==> src/rtl/market_feed_parser.sv <==
// market_feed_parser
//
// Parses fixed 11-byte price frames from the Ethernet receive byte stream:
//   b0 = MAGIC, b1 = symbol, b2..b9 = price (MSB first), b10 = XOR of b1..b9.
// rx_last must mark b10 and no other byte. Accepted BTC/ETH prices are held
// in 64-bit registers with a one-cycle update strobe. Malformed frames are
// counted once each and never touch the held prices.
//
// Handshake: rx_valid qualifies rx_data/rx_last in the same cycle. There is
// no ready; every cycle with rx_valid=1 consumes exactly one byte, and
// cycles with rx_valid=0 leave all state untouched.
//
// Ports:
//   clk        in   system clock, rising edge
//   rst        in   synchronous active-high reset
//   rx_data    in   [7:0] stream byte
//   rx_valid   in   rx_data valid this cycle
//   rx_last    in   final byte of a frame (only meaningful with rx_valid)
//   btc_price  out  [63:0] last accepted BTC price
//   eth_price  out  [63:0] last accepted ETH price
//   btc_upd    out  one-cycle pulse when btc_price is written
//   eth_upd    out  one-cycle pulse when eth_price is written
//   pkt_count  out  [CNT_W-1:0] accepted frames, wraps
//   err_count  out  [CNT_W-1:0] rejected frames, saturates
//   fsm_state  out  [2:0] current parser state, for observation

module market_feed_parser #(
    parameter logic [7:0] MAGIC  = 8'hA5,
    parameter logic [7:0] BTC_ID = 8'h01,
    parameter logic [7:0] ETH_ID = 8'h02,
    parameter int         CNT_W  = 16
) (
    input  logic             clk,
    input  logic             rst,
    input  logic [7:0]       rx_data,
    input  logic             rx_valid,
    input  logic             rx_last,
    output logic [63:0]      btc_price,
    output logic [63:0]      eth_price,
    output logic             btc_upd,
    output logic             eth_upd,
    output logic [CNT_W-1:0] pkt_count,
    output logic [CNT_W-1:0] err_count,
    output logic [2:0]       fsm_state
);

    localparam logic [2:0] IDLE  = 3'd0;
    localparam logic [2:0] SYM   = 3'd1;
    localparam logic [2:0] PRICE = 3'd2;
    localparam logic [2:0] CSUM  = 3'd3;
    localparam logic [2:0] DROP  = 3'd4;

    logic [2:0]  state;
    logic [2:0]  next_state;
    logic [7:0]  sym;
    logic [7:0]  acc;
    logic [63:0] shift;
    logic [2:0]  idx;
    logic        take_err;
    logic        accept;
    logic        csum_ok;

    assign fsm_state = state;

    always_comb begin
        next_state = state;
        take_err   = 1'b0;
        accept     = 1'b0;
        csum_ok    = rx_last && (rx_data == acc) &&
                     ((sym == BTC_ID) || (sym == ETH_ID));
        if (rx_valid) begin
            case (state)
                IDLE: begin
                    if (rx_data == MAGIC) begin
                        if (rx_last) take_err = 1'b1;
                        else         next_state = SYM;
                    end else begin
                        // A stray non-magic byte is charged as one bad frame;
                        // DROP then swallows the rest of it silently.
                        take_err = 1'b1;
                        if (!rx_last) next_state = DROP;
                    end
                end
                SYM: begin
                    if (rx_last) begin
                        take_err   = 1'b1;
                        next_state = IDLE;
                    end else begin
                        next_state = PRICE;
                    end
                end
                PRICE: begin
                    if (rx_last) begin
                        take_err   = 1'b1;
                        next_state = IDLE;
                    end else if (idx == 3'd7) begin
                        next_state = CSUM;
                    end
                end
                CSUM: begin
                    if (csum_ok) accept   = 1'b1;
                    else         take_err = 1'b1;
                    // Without rx_last the frame is overlong; the error is
                    // already taken here, so DROP only resynchronises.
                    next_state = rx_last ? IDLE : DROP;
                end
                DROP: begin
                    if (rx_last) next_state = IDLE;
                end
                default: next_state = IDLE;
            endcase
        end
    end

    always_ff @(posedge clk) begin
        if (rst) begin
            state     <= IDLE;
            sym       <= 8'h00;
            acc       <= 8'h00;
            shift     <= 64'h0;
            idx       <= 3'd0;
            btc_price <= 64'h0;
            eth_price <= 64'h0;
            btc_upd   <= 1'b0;
            eth_upd   <= 1'b0;
            pkt_count <= '0;
            err_count <= '0;
        end else begin
            btc_upd <= 1'b0;
            eth_upd <= 1'b0;
            state   <= next_state;
            if (rx_valid) begin
                case (state)
                    SYM: begin
                        sym <= rx_data;
                        acc <= rx_data;
                        idx <= 3'd0;
                    end
                    PRICE: begin
                        shift <= {shift[55:0], rx_data};
                        acc   <= acc ^ rx_data;
                        idx   <= idx + 3'd1;
                    end
                    default: ;
                endcase
            end
            // The shift register already holds all eight price bytes when
            // the checksum byte is sampled, so commit straight from it.
            if (accept) begin
                pkt_count <= pkt_count + 1'b1;
                if (sym == BTC_ID) begin
                    btc_price <= shift;
                    btc_upd   <= 1'b1;
                end else begin
                    eth_price <= shift;
                    eth_upd   <= 1'b1;
                end
            end
            if (take_err && (err_count != {CNT_W{1'b1}})) begin
                err_count <= err_count + 1'b1;
            end
        end
    end

endmodule
==> config.mk <==
export PLATFORM = sky130hd
export DESIGN_NAME = market_feed_parser
export DESIGN_NICKNAME = d
export VERILOG_FILES = /design/src/rtl/market_feed_parser.sv
export SDC_FILE = /design/constraint.sdc
export NUM_CORES = 1
export LEC_CHECK = 0
export BUFFER_PORTS_ARGS = -buffer_cell sky130_fd_sc_hd__buf_2
export CAP_MARGIN = 20
export CORE_ASPECT_RATIO = 1.1
export CORE_MARGIN = 3
export CORE_UTILIZATION = 55
export DETAILED_ROUTE_END_ITERATION = 10
export PLACE_DENSITY_LB_ADDON = 0.05
export SLEW_MARGIN = 25
export SYNTH_ARGS = -nofsm -noshare
export SYNTH_HDL_FRONTEND = slang
export SYNTH_SLANG_ARGS = --single-unit
==> constraint.sdc <==
create_clock -name clk -period 2.39 [get_ports clk]
set_input_delay 0.239 -clock clk [delete_from_list [all_inputs] [get_ports clk]]
set_output_delay 0.239 -clock clk [all_outputs]
set_load 0.1 [all_outputs]
* Word level (Yosys, flattened, before mapping)
Cells that the tools add are included.
** Storage, ports and cells
- Register bits :: 248
- Bits of input ports :: 12
- Output and inout bits :: 165
** Operators by class
- Add/subtract/negate cells :: 3
- Eq/ne operators :: 13
- Mux-type cells :: 21
- Bitwise operators :: 3
- Reductions and logical operators :: 14
** Operator list (number)
- $add A16 B1 Y16 const B :: 2
- $mux W3 :: 7
- $ne A16 B16 Y1 const B :: 1
- $pmux W8 S2 :: 1
- $pmux W3 S5 :: 1
- $reduce_and A2 Y1 :: 5
- $mux W1 :: 9
- $eq A8 B1 Y1 const B :: 1
- $eq A8 B2 Y1 const B :: 1
- $eq A8 B8 Y1 :: 1
- $eq A8 B8 Y1 const B :: 1
- $xor A8 B8 Y8 :: 1
- $eq A3 B2 Y1 const B :: 2
- $eq A3 B3 Y1 const B :: 2
- $pmux W3 S2 :: 1
- $ne A2 B2 Y1 const B :: 2
- $reduce_and A4 Y1 :: 1
- $reduce_or A2 Y1 :: 2
- $add A3 B1 Y3 const B :: 1
- $eq A3 B1 Y1 const B :: 1
- $logic_and A1 B1 Y1 :: 3
- $logic_not A3 Y1 :: 1
- $ne A3 B3 Y1 const B :: 1
- $pmux W1 S3 :: 1
- other kinds (4) :: 5

* Longest topological paths before layout
Gate-level depths: netlist of the first run.
- Depth after elaboration :: 8
- Gate-level depth with buffers :: 10
- Depth with buffers taken out :: 7

* Worst setup path after synthesis of the first run
OpenSTA, ideal clock, no wires.
- Path kind :: register -> register
- Start :: register state[0], in the netlist fsm_state[0]
- End :: register btc_price[10]
- Setup time :: 0.143 ns
- Arrival :: 2.551 ns
- Path slack :: -0.305 ns
- Cell stages (with the launch flop) :: 9
- Clock period less this slack :: 2.695 ns
- Cells stage by stage :: dfxtp_1 -> buf_2 -> nand3_2 -> nor4_4 -> buf_6 -> nand2_1 -> clkbuf_1 -> nand2_1 -> a21oi_2
** Between the ends
- Longest elaborated chain between the ends :: 4
** RTL lines
- start: declaration :: RTL line 53 : logic [2:0] state;
- start signal: assignment :: RTL line 131 : state <= next_state;
- $eq A3 B2 Y1 :: RTL line 72 : case (state)
- $mux W1 :: RTL line 72
- $mux W1 :: RTL line 71 : if (rx_valid) begin
- $reduce_and A2 Y1 (no line)
- end signal: assignment :: RTL line 152 : btc_price <= shift;
- end: declaration :: RTL line 38 : output logic [63:0] btc_price,
No other way between the ends.
A chain may end at the register's enable or synchronous reset.

* Worst setup path after layout of the first run
- Start :: register sym[7]
- End :: register pkt_count[15]
** Between the ends
- Longest elaborated chain between the ends :: 6
** RTL lines
- start: declaration :: RTL line 55 : logic [7:0] sym;
- start signal: assignment :: RTL line 135 : sym <= rx_data;
- $eq A8 B1 Y1 / $eq A8 B2 Y1 (equally long branches) :: RTL line 70 : ((sym == BTC_ID) || (sym == ETH_ID));
- $logic_or A1 B1 Y1 (*) :: RTL line 70
- $logic_and A1 B1 Y1 (*) :: RTL line 69 : csum_ok = rx_last && (rx_data == acc) &&
- $mux W1 (*) :: RTL line 101 : if (csum_ok) accept = 1'b1;
- $mux W1 (*) :: RTL line 72
- $mux W1 (*) :: RTL line 71
- end signal: assignment :: RTL line 150 : pkt_count <= pkt_count + 1'b1;
- end: declaration :: RTL line 42 : output logic [CNT_W-1:0] pkt_count,
Mark *: on every way between the ends. The rest lies on a longest branch, timed or not.

==> summary.txt, run 1 <==
Detailed routing
  • Post-DRT Antenna Nets: 0
  • DRC Markers: 0
  • Via density: 5.32
  • First drt pass iteration count: 4
  • Initial DRC Count: 517
  • Wire per inst: 15.0 um
  • Drt total wl: 23.6 mm
  • Via Count: 8,357

STA
  • Setup_tns: 0 ns
  • Tmin final: 2.15 ns
  • Layout Skew: 0.00866 ns
  • Final slew viol count: 0
  • Worst-margin pin slew: 0.701 ns
  • Slew headroom: 0.532
  • Fin crit share: 0.900
  • Setup-failing EPs final: 0
  • RSZ-0062 raised after global routing: no
  • Final Hold Vio Count: 0
  • Achievable Freq: 465 MHz

Pwr
  • Sw Pwr: 1760 uW
  • Sw frac: 0.218
  • Peak supply drop: 0.535 mV
  • PwrDens: 705 nW/um^2
  • Leakage power: 0.00426 uW
  • Comb power frac: 0.029
  • Sequential share of power: 0.514
  • Clk pwr share: 0.456
  • Final Power: 8080 uW
  • Cell-internal power: 6320 uW

Setup path
  • Critical path endpoint category: flop
  • Max stage delay on crit path: 0.43 ns
  • Worst path slowest cell: or3_1
  • Crit path cell chain: nor4_1 -> nand4_1 -> nor4_4 -> buf_4 -> nand4_2 -> or3_1 -> a21oi_1
  • Setup crit start kind: flop
  • CP required: 2.84 ns
  • Worst setup path category: flop to flop
  • Worst Path Max Fanout: 13
  • Buf/Inv on CP: 1
  • CP arrival: 2.60 ns
  • Top delay family on crit path: simple AND/OR/NAND/NOR gates

Worst hold path
  • Type of the tightest min-delay check: primary input to flop

Layout
  • # fillers: 1,523
  • Commonest cells after routing, fill and taps aside: nand2_1, dfxtp_1, a21oi_1
  • Area growth from synthesis to layout: 19.3%
  • Commonest non-fill, non-tap cell in the layout: nand2_1
  • Final Instance Count excl. Fillers: 1,572
  • Final instance area: 11,500 um^2
  • Diodes inserted: 0
  • Final #Nets: 1,341
  • Share of post-route cells with drive strength above 1: 0.243

Yosys
  • Yosys reg bits: 248
  • Register area share after synthesis: 0.517
  • Post-synth EDFFs: 0
  • Mapped Area: 9610 um^2
  • Main synth FF type: dfxtp_1
  • Cells after Synth: 1,181
  • Unique masters post-synth: 47
  • Yosys warnings: 0
  • Syn avg cell area: 8.13 um^2
  • Synth Net Count: 1,197
  • Async set-reset flop share out of synthesis: 0

Clocking
  • Post-CTS resize count: 0
  • Hold-fix buffer count after cts: 0
  • Clock latency on the worst-skew pair: 0.51 ns
  • Worst-path clk slew: 0.06 ns
  • CTS Buf Count: 25
  • Postcts setup bufs: 0
  • TritonCTS clock tree: done
  • Root buffer cell: clkbuf_16
  • Clock sinks: 248
  • H-tree levels: 1
  • Longest Clk Path Bufs: 3

Global routing
  • Number of global-route vias before repair: 7,634
  • First-pass GRT wire length: 38.2 mm
  • Initial antenna violation count: 0
  • GRT Residual Overflow: 0
  • Largest net degree at the start of global routing: 88
  • Total GRT Usage: 0.238

Place
  • Placed Instances: 1,532
  • Port Buf Inserts: 176
  • RePlAce Congestion: 0.792
  • Dpl cell area: 10,700 um^2
  • Post-DP HPWL: 15.1 mm

Floorplan
  • Starting density of the core: 0.562
  • Row count: 50
  • # IOs: 177
  • Core ar.: 17,100 um^2
  • Die Ht: 145 um
  • Total die area: 19,100 um^2
  • Die Wd: 132 um

Flow run
  • Max cap viols: 0

Status
  • Status: finished clean
## Yosys cell counts (3+ instances only)
cell type,count,share of area
or3_1,23,0.015
buf_6,11,0.013
and3_1,3,0.0020
nor2_1,35,0.014
nand4_1,9,0.0059
buf_1,5,0.0020
buf_2,11,0.0057
mux2i_1,4,0.0042
clkbuf_1,47,0.018
dfxtp_1,248,0.52
nor2b_1,3,0.0020
a21oi_2,60,0.055
nand2_1,426,0.17
o21ai_0,29,0.015
nand3_1,18,0.0094
ha_1,4,0.0052
a21oi_1,176,0.092
nand2b_1,7,0.0046
nor3_1,3,0.0016
inv_1,5,0.0020
xor2_1,8,0.0073
buf_4,5,0.0039
xnor2_1,10,0.0091
## registers in the layout, summed over array words and instances, names as in the netlist
register / count
btc_price: 64
eth_price: 64
shift: 64
err_count: 16
pkt_count: 16
acc: 8
sym: 8
fsm_state: 3
idx: 3
btc_upd: 1
eth_upd: 1
## final cells by class
class,count,area [um^2],area share
Tap cell,234,293,0.0255
Timing Repair Buffer,196,1170,0.102
Clock buffer,35,733,0.0640
Multi-Input combinational cell,849,4230,0.369
Clock inverter,5,38.8,0.00338
Inverter,5,18.8,0.00164
Sequential cell,248,4980,0.434
## power by group through the flow
| stage | combinational, uW | sequential [uW] | clock, uW |
|---|---|---|---|
| floorplan | 115 | 4300 | 0 |
| global placement | 236 | 4250 | 0 |
| detailed placement | 238 | 4250 | 0 |
| CTS | 239 | 4150 | 3760 |
| global route | 255 | 4150 | 3920 |
| finish | 238 | 4150 | 3690 |
## worst reg2reg max path: stages (launching register included)
cell,delay [ns]
dfxtp_1,0.31
nor4_1,0.35
nand4_1,0.23
nor4_4,0.17
buf_4,0.20
nand4_2,0.27
or3_1,0.43
a21oi_1,0.13
## cell families after synthesis
| kind of cell | synth area share |
|---|---|
| and+or+nand+nor | 0.238 |
| AOI/OAI and AO/OA | 0.175 |
| DFF | 0.517 |
| buffers and inverters | 0.0448 |
| xor gates and xnor gates | 0.0164 |
| muxes | 0.00417 |
| adders and majority gates | 0.00521 |
## path summary, 6_finish.rpt
kind | from | end | slack (ns) | depth (start not counted)
worst max-delay path | sym[7] | pkt_count[15] | 0.24 | 7
worst min-delay path | rx_data[0] | sym[0] | 0.03 | 3
worst max register to register | sym[7] | pkt_count[15] | 0.24 | 7
worst min register to register | eth_price[49] | eth_price[49] | 0.45 | 2
## metal layers
metal	part of all wire	wire length (um)	global-route usage
met5	0	0	0
met4	0.022	516	0.0652
met3	0.055	1290	0.0470
met2	0.47	11100	0.400
met1	0.45	10700	0.317
## per-stage QoR
stage                     utilization  setup WS, ns  hold WS [ns]
final                           0.671         0.239        0.0263
after global routing            0.671       0.00578        0.0208
after CTS                       0.671         0.236        0.0106
after detailed placement        0.626         0.207         0.441
after global placement          0.626         0.252         0.435
after floorplan                     -        0.0202         0.375
Note: power is estimated with default switching activity, not from simulation.
==> run 2: changes to the inputs <==
--- a/config.mk
+++ b/config.mk
@@ -5,11 +5,12 @@
 export SDC_FILE = /design/constraint.sdc
 export NUM_CORES = 1
 export LEC_CHECK = 0
+export ABC_AREA = 1
 export BUFFER_PORTS_ARGS = -buffer_cell sky130_fd_sc_hd__buf_2
 export CAP_MARGIN = 20
 export CORE_ASPECT_RATIO = 1.1
 export CORE_MARGIN = 3
-export CORE_UTILIZATION = 55
+export CORE_UTILIZATION = 56
 export DETAILED_ROUTE_END_ITERATION = 10
 export PLACE_DENSITY_LB_ADDON = 0.05
 export SLEW_MARGIN = 25
==> run 2 against run 1 <==
Compared with the run above: synthesized cell count up 12%; die area up 6.6%; utilization up 1.3 points; first-iteration DRC count up 10%; total power up 12%; critical endpoint is now eth_price[27]; routed wire length up 6.7%; clock skew up 0.0053 ns; cell area up 7.5%; critical path depth up 6.
==> summary.txt, run 2 <==
Yosys
  • Most frequent cells after synthesis: dfxtp_1, inv_1, nor2_1 (was nand2_1, dfxtp_1, a21oi_1)
  • Unique masters post-synth: 32 (was 47)
  • Area leader, netlist: dfxtp_1 (unchanged)
  • Syn avg cell area: 7.88 um^2 (was 8.13 um^2)
  • Post-synth EDFFs: 0 (unchanged)
  • Cells after Synth: 1,327 (was 1,181)
  • Area contributors post-synth: dfxtp_1, o21a_1, a21oi_1, inv_1, nor2_1 (was dfxtp_1, nand2_1, a21oi_1, a21oi_2, clkbuf_1)
  • Main synth FF type: dfxtp_1 (unchanged)
  • Synth top area share: 0.475 (was 0.517)
  • Mapped Area: 10,500 um^2 (was 9610 um^2)
  • Yosys warnings: 0 (unchanged)
  • Async set-reset flop share out of synthesis: 0 (unchanged)
  • Register area share after synthesis: 0.475 (was 0.517)
  • Most common cell in the netlist: dfxtp_1 (was nand2_1)
  • Yosys reg bits: 248 (unchanged)
  • Synth Net Count: 1,343 (was 1,197)

Setup path
  • Critical path endpoint category: flop (unchanged)
  • CP arrival: 2.46 ns (was 2.60 ns)
  • Setup crit start kind: primary input (was flop)
  • Most frequent CP cell: nand2_1
  • Worst path slowest cell: dlygate4sd3_1 (was or3_1)
  • Worst Path Max Fanout: 129 (was 13)
  • CP required: 2.85 ns (was 2.84 ns)
  • Worst R2R Start: acc[5] (was sym[7])
  • Buf/Inv on CP: 4 (was 1)
  • Worst setup path category: primary input to flop (was flop to flop)
  • Crit path cell chain: dlygate4sd3_1 -> buf_2 -> inv_2 -> nand2_1 -> nand2_1 -> nand2_1 -> nor2_1 -> nand3_2 -> nor2_8 -> nand2_4 -> buf_12 -> a21oi_1 -> o21a_1 (was nor4_1 -> nand4_1 -> nor4_4 -> buf_4 -> nand4_2 -> or3_1 -> a21oi_1)
  • Top delay family on crit path: buffers and inverters (was simple AND/OR/NAND/NOR gates)
  • Max stage delay on crit path: 0.53 ns (was 0.43 ns)
  • Critical Path Source: rx_data[5] (was sym[7])

Layout
  • # fillers: 1,553 (was 1,523)
  • Area growth from synthesis to layout: 17.8% (was 19.3%)
  • Top flop regs: btc_price x64, eth_price x64, shift x64 (unchanged)
  • Commonest non-fill, non-tap cell in the layout: dfxtp_1 (was nand2_1)
  • Commonest cells after routing, fill and taps aside: dfxtp_1, inv_1, buf_2 (was nand2_1, dfxtp_1, a21oi_1)
  • Diodes inserted: 0 (unchanged)
  • Share of post-route cells with drive strength above 1: 0.207 (was 0.243)
  • Final #Nets: 1,488 (was 1,341)

Pwr
  • Sw Pwr: 2200 uW (was 1760 uW)
  • PwrDens: 733 nW/um^2 (was 705 nW/um^2)
  • Leakage power: 0.00534 uW (was 0.00426 uW)
  • Cell-internal power: 6830 uW (was 6320 uW)
  • Peak supply drop: 0.527 mV (was 0.535 mV)
  • Sequential share of power: 0.487 (was 0.514)
  • Comb power frac: 0.074 (was 0.029)
  • Sw frac: 0.244 (was 0.218)
  • Clk pwr share: 0.439 (was 0.456)

Global routing
  • First-pass GRT wire length: 41.3 mm (was 38.2 mm)
  • Total GRT Usage: 0.244 (was 0.238)
  • Largest net degree at the start of global routing: 130 (was 88)
  • Top Usage Layer GRT: met2 (unchanged)
  • Initial antenna violation count: 0 (unchanged)
  • M1 GR Usage: 0.344 (was 0.317)
  • GRT Residual Overflow: 0 (unchanged)
  • Met2 Use GR: 0.394 (was 0.400)
  • Number of global-route vias before repair: 8,286 (was 7,634)
  • Met3 usage: 0.0428 (was 0.0470)

STA
  • Final slew viol count: 0 (unchanged)
  • Tmin final: 2.00 ns (was 2.15 ns)
  • Layout Skew: 0.0139 ns (was 0.00866 ns)
  • RSZ-0062 raised after global routing: no (unchanged)
  • Final Hold Vio Count: 0 (unchanged)
  • Achievable Freq: 501 MHz (was 465 MHz)
  • Slew headroom: 0.601 (was 0.532)
  • Final worst slack: 0.394 ns (was 0.239 ns)
  • Worst-margin pin slew: 0.598 ns (was 0.701 ns)
  • Setup-failing EPs final: 0 (unchanged)
  • Hold slack: 0.0302 ns (was 0.0263 ns)
  • Setup_tns: 0 ns (unchanged)
  • Fin crit share: 0.835 (was 0.900)

Detailed routing
  • DRC Markers: 0 (unchanged)
  • Post-DRT Antenna Nets: 0 (unchanged)
  • Wire per inst: 14.6 um (was 15.0 um)
  • Drt total wl: 25.2 mm (was 23.6 mm)
  • Via Count: 8,999 (was 8,357)
  • Via density: 5.22 (was 5.32)
  • Initial DRC Count: 571 (was 517)
  • First drt pass iteration count: 5 (was 4)

Floorplan
  • Starting density of the core: 0.581 (was 0.562)
  • Total die area: 20,400 um^2 (was 19,100 um^2)
  • Die Ht: 149 um (was 145 um)
  • Die Wd: 136 um (was 132 um)
  • # IOs: 177 (unchanged)
  • Row count: 51 (was 50)
  • Core ar.: 18,000 um^2 (was 17,100 um^2)

Place
  • Port Buf Inserts: 176 (unchanged)
  • RePlAce Congestion: 0.908 (was 0.792)
  • Post-DP HPWL: 16.6 mm (was 15.1 mm)
  • DP Worst Slack: 0.420 ns (was 0.207 ns)

Flow run
  • Max cap viols: 0 (unchanged)

Clocking
  • Clock sinks: 248 (unchanged)
  • Worst-path clk slew: 0.06 ns (about the same)
  • Clock latency on the worst-skew pair: 0.52 ns (was 0.51 ns)
  • Postcts setup bufs: 0 (unchanged)
  • TritonCTS clock tree: done (unchanged)
  • CTS Buf Count: 25 (unchanged)
  • H-tree levels: 1 (unchanged)
  • Longest Clk Path Bufs: 3 (unchanged)
  • Root buffer cell: clkbuf_16 (unchanged)

Worst hold path
  • Worst min-delay path startpoint: rx_data[4] (was rx_data[0])
  • Type of the tightest min-delay check: primary input to flop (unchanged)

Status
  • Status: finished clean (unchanged)
run 2: cell families after synthesis:
family | share of synthesized area
AO/OA/AOI/OAI | 0.249
AND/OR/NAND/NOR | 0.150
buffers and inverters | 0.109
flip-flops | 0.475
XOR/XNOR | 0.0126
adder cells (fa/ha/maj) | 0.00479
run 2: final timing paths:
path / end / slack (ns) / cells past startpoint
worst max-delay path: eth_price[27] / 0.39 / 13
worst min-delay path: shift[4] / 0.03 / 3
worst max register to register: eth_price[27] / 0.48 / 11
worst min register to register: idx[2] / 0.47 / 2
run 2: worst reg2reg max path, cell delays in order (launching register included):
cell and delay (ns):
dfxtp_1 0.31, inv_1 0.07, nand2_1 0.06, nand2_1 0.10, nand2_1 0.07, nor2_1 0.13, nand3_2 0.18, nor2_8 0.24
nand2_4 0.07, buf_12 0.26, a21oi_1 0.24, o21a_1 0.13
run 2: through the flow:
step | power [uW] | cells | utilization | instance area (um^2)
CTS | 9120 | 1725 | 0.684 | 12300
floorplan | 4940 | 1327 | - | 10500
detailed placement | 5140 | 1679 | 0.636 | 11400
finish | 9030 | 1725 | 0.684 | 12300
global route | 9390 | 1725 | 0.684 | 12300
global placement | 5130 | 1679 | 0.636 | 11400
run 2: cell type report:
| class | count | area [um^2] | area share |
|---|---|---|---|
| sequential | 248 | 4970 | 0.403 |
| multi-input combinational | 807 | 4380 | 0.356 |
| timing repair buffer | 199 | 1120 | 0.0909 |
| inverter | 191 | 717 | 0.0582 |
| clock buffer | 35 | 713 | 0.0579 |
| tap | 238 | 298 | 0.0242 |
| clock inverter | 7 | 116 | 0.00945 |
run 2: timing repair:
action	4_1_cts	5_1_grt
hold endpoints to repair	6	0
hold buffers	4	0
resized for setup	0	0
run 2: power by group through the flow:
stage,Clock (uW),Sequential (uW),Combinational [uW]
after floorplan,0,4520,416
after global placement,0,4490,647
after detailed placement,0,4490,656
after CTS,4050,4400,665
after global routing,4220,4410,750
final,3970,4400,665
run 2: routing by layer:
metal,routed length (um),vias to the layer above
met1,11500,4103
met5,0,-
met2,11600,256
met3,1670,28
li1,-,4612
met4,367,0
==> run 3: changes to the inputs <==
--- a/config.mk
+++ b/config.mk
@@ -10,7 +10,7 @@
 export CAP_MARGIN = 20
 export CORE_ASPECT_RATIO = 1.1
 export CORE_MARGIN = 3
-export CORE_UTILIZATION = 56
+export CORE_UTILIZATION = 51
 export DETAILED_ROUTE_END_ITERATION = 10
 export PLACE_DENSITY_LB_ADDON = 0.05
 export SLEW_MARGIN = 25
==> constraint.sdc (replaced) <==
create_clock -name clk -period 1.71 [get_ports clk]
set_input_delay 0.171 -clock clk [delete_from_list [all_inputs] [get_ports clk]]
set_output_delay 0.171 -clock clk [all_outputs]
set_load 0.1 [all_outputs]
==> run 3 against run 2 <==
Compared with the run above: the flow now finishes with violations (setup timing); global-route usage down 1.8 points; non-clock buffer count grew 45; register-to-register slack got worse by 0.55 ns; highest routed layer unchanged; worst setup slack got worse by 0.46 ns; critical path type is now flop to flop; sequential cell count unchanged.
==> summary.txt, run 3 (synthesis gave the netlist of run 2 again) <==
Clocking
  • Root buffer cell: clkbuf_16 (unchanged)
  • Worst-path clk slew: 0.06 ns (about the same)
  • Clock latency on the worst-skew pair: 0.52 ns (about the same)
  • CTS Buf Count: 26 (was 25)
  • H-tree levels: 1 (unchanged)
  • Clock sinks: 248 (unchanged)
  • Longest Clk Path Bufs: 3 (unchanged)
  • TritonCTS clock tree: done (unchanged)

Global routing
  • GRT Residual Overflow: 0 (unchanged)
  • Total GRT Usage: 0.226 (was 0.244)
  • Largest net degree at the start of global routing: 83 (was 130)
  • First-pass GRT wire length: 42.6 mm (was 41.3 mm)
  • Initial antenna violation count: 0 (unchanged)
  • Number of global-route vias before repair: 8,666 (was 8,286)

Flow run
  • Max cap viols: 0 (unchanged)

Worst hold path
  • Type of the tightest min-delay check: primary input to flop (unchanged)

Detailed routing
  • Drt total wl: 27.3 mm (was 25.2 mm)
  • Via density: 5.20 (was 5.22)
  • Wire per inst: 15.2 um (was 14.6 um)
  • DRC Markers: 0 (unchanged)
  • Via Count: 9,317 (was 8,999)
  • Initial DRC Count: 503 (was 571)
  • First drt pass iteration count: 5 (unchanged)
  • Post-DRT Antenna Nets: 0 (unchanged)

Layout
  • Area growth from synthesis to layout: 29.1% (was 17.8%)
  • Top flop regs: btc_price x64, eth_price x64, shift x64 (unchanged)
  • Share of post-route cells with drive strength above 1: 0.324 (was 0.207)
  • Finished Core Util: 0.675 (was 0.684)
  • Commonest non-fill, non-tap cell in the layout: dfxtp_1 (unchanged)
  • Commonest cells after routing, fill and taps aside: dfxtp_1, buf_2, inv_1 (was dfxtp_1, inv_1, buf_2)
  • Diodes inserted: 0 (unchanged)
  • Final #Nets: 1,535 (was 1,488)
  • Final instance area: 13,500 um^2 (was 12,300 um^2)
  • # fillers: 1,678 (was 1,553)

Place
  • RePlAce Congestion: 0.894 (was 0.908)
  • Port Buf Inserts: 176 (unchanged)
  • Dpl cell area: 12,100 um^2 (was 11,400 um^2)
  • DP Worst Slack: -0.0979 ns (was 0.420 ns)
  • Post-DP HPWL: 17.0 mm (was 16.6 mm)

STA
  • Layout Skew: 0.0104 ns (was 0.0139 ns)
  • RSZ-0062 raised after global routing: yes (was no)
  • Achievable Freq: 563 MHz
  • Final worst slack: -0.0675 ns (was 0.394 ns)
  • Final slew viol count: 0 (unchanged)
  • Worst-margin pin slew: 0.617 ns (was 0.598 ns)
  • Tmin final: 1.78 ns
  • Slew headroom: 0.589 (was 0.601)
  • Setup-failing EPs final: 95 (was 0)
  • Final Hold Vio Count: 0 (unchanged)
  • Fin crit share: 1.04

Pwr
  • Peak supply drop: 0.836 mV (was 0.527 mV)
  • PwrDens: 956 nW/um^2 (was 733 nW/um^2)
  • Leakage power: 0.00576 uW (was 0.00534 uW)

Setup path
  • Worst Path Max Fanout: 42 (was 129)
  • Top delay family on crit path: simple AND/OR/NAND/NOR gates (was buffers and inverters)
  • CP arrival: 2.19 ns (was 2.46 ns)
  • Max stage delay on crit path: 0.32 ns (was 0.53 ns)
  • Worst path slowest cell: dfxtp_2 (was dlygate4sd3_1)
  • Buf/Inv on CP: 4 (unchanged)
  • Critical path endpoint category: flop (unchanged)
  • Worst setup path category: flop to flop (was primary input to flop)
  • Crit path cell chain: inv_2 -> buf_4 -> nand4_1 -> nor3_4 -> inv_1 -> nand2_8 -> buf_12 -> a21oi_2 -> o21a_1 (was dlygate4sd3_1 -> buf_2 -> inv_2 -> nand2_1 -> nand2_1 -> nand2_1 -> nor2_1 -> nand3_2 -> nor2_8 -> nand2_4 -> buf_12 -> a21oi_1 -> o21a_1)
  • CP required: 2.12 ns (was 2.85 ns)
  • Setup crit start kind: flop (was primary input)

Status
  • Status: complete, but fails checks (was finished clean)
  • Failing checks: setup timing

Floorplan
  • Total die area: 22,300 um^2 (was 20,400 um^2)
  • Starting density of the core: 0.523 (was 0.581)
  • Row count: 54 (was 51)
  • Core ar.: 20,000 um^2 (was 18,000 um^2)
  • # IOs: 177 (unchanged)
  • Die Ht: 156 um (was 149 um)
  • Die Wd: 143 um (was 136 um)
==> run 3: layer usage <==
metal	global-route usage	routed length [um]	up-vias
met3	0.0353	1630	42
met4	0.0530	491	0
met2	0.372	12800	257
met1	0.314	12400	4310
li1	-	-	4708
met5	0	0	-
==> run 3: final cells by class <==
| type | instances | area, um^2 | share of cell area |
|---|---|---|---|
| clock inverters | 7 | 38.8 | 0.00287 |
| repair buffers | 244 | 1710 | 0.127 |
| multi-input cells | 808 | 4840 | 0.358 |
| well taps | 252 | 315 | 0.0234 |
| flip-flops and latches | 248 | 5050 | 0.374 |
| clock buffers | 41 | 821 | 0.0608 |
| inverters | 191 | 721 | 0.0534 |
==> run 3: power by group <==
| group | leakage [uW] | switching [uW] | internal [uW] |
|---|---|---|---|
| Clock | 0.000430 | 2280 | 3300 |
| Sequential | 0.00203 | 199 | 5950 |
| Combinational | 0.00330 | 781 | 385 |
| Total | 0.00576 | 3260 | 9630 |
==> run 3: path summary, 6_finish.rpt <==
path,end,slack [ns],start,cells past startpoint
hold / removal,sym[4],0.03,rx_data[4],4
hold reg to reg,acc[2],0.45,acc[2],2
setup / recovery,eth_price[17],-0.07,sym[4],9
setup reg to reg,eth_price[17],-0.07,sym[4],9
==> run 3: metrics by stage <==
| stage | TNS [ns] | std cells | hold WS [ns] | total power, uW |
|---|---|---|---|---|
| after floorplan | -9.28 | 1327 | 0.310 | 6920 |
| after global placement | -0.538 | 1724 | 0.452 | 7290 |
| after detailed placement | -3.48 | 1724 | 0.460 | 7300 |
| after CTS | -0.520 | 1774 | 0.00414 | 12900 |
| final | -2.97 | 1791 | 0.0313 | 12900 |
| after global routing | -14.82 | 1791 | 0.0324 | 13400 |
==> run 3: repair_timing <==
item	in CTS	in global routing
gates cloned	1	10
setup endpoints to repair	146	159
pin swaps	3	13
gates resized for setup	10	67
buffers inserted	0	7
endpoints found under the hold margin	1	0
hold buffers	1	0
==> run 3: worst register-to-register path, cell delays in order (launching register included) <==
cell     delay [ns]
dfxtp_2        0.32
inv_2          0.05
buf_4          0.09
nand4_1        0.15
nor3_4         0.25
inv_1          0.16
nand2_8        0.16
buf_12         0.25
a21oi_2        0.11
o21a_1         0.13
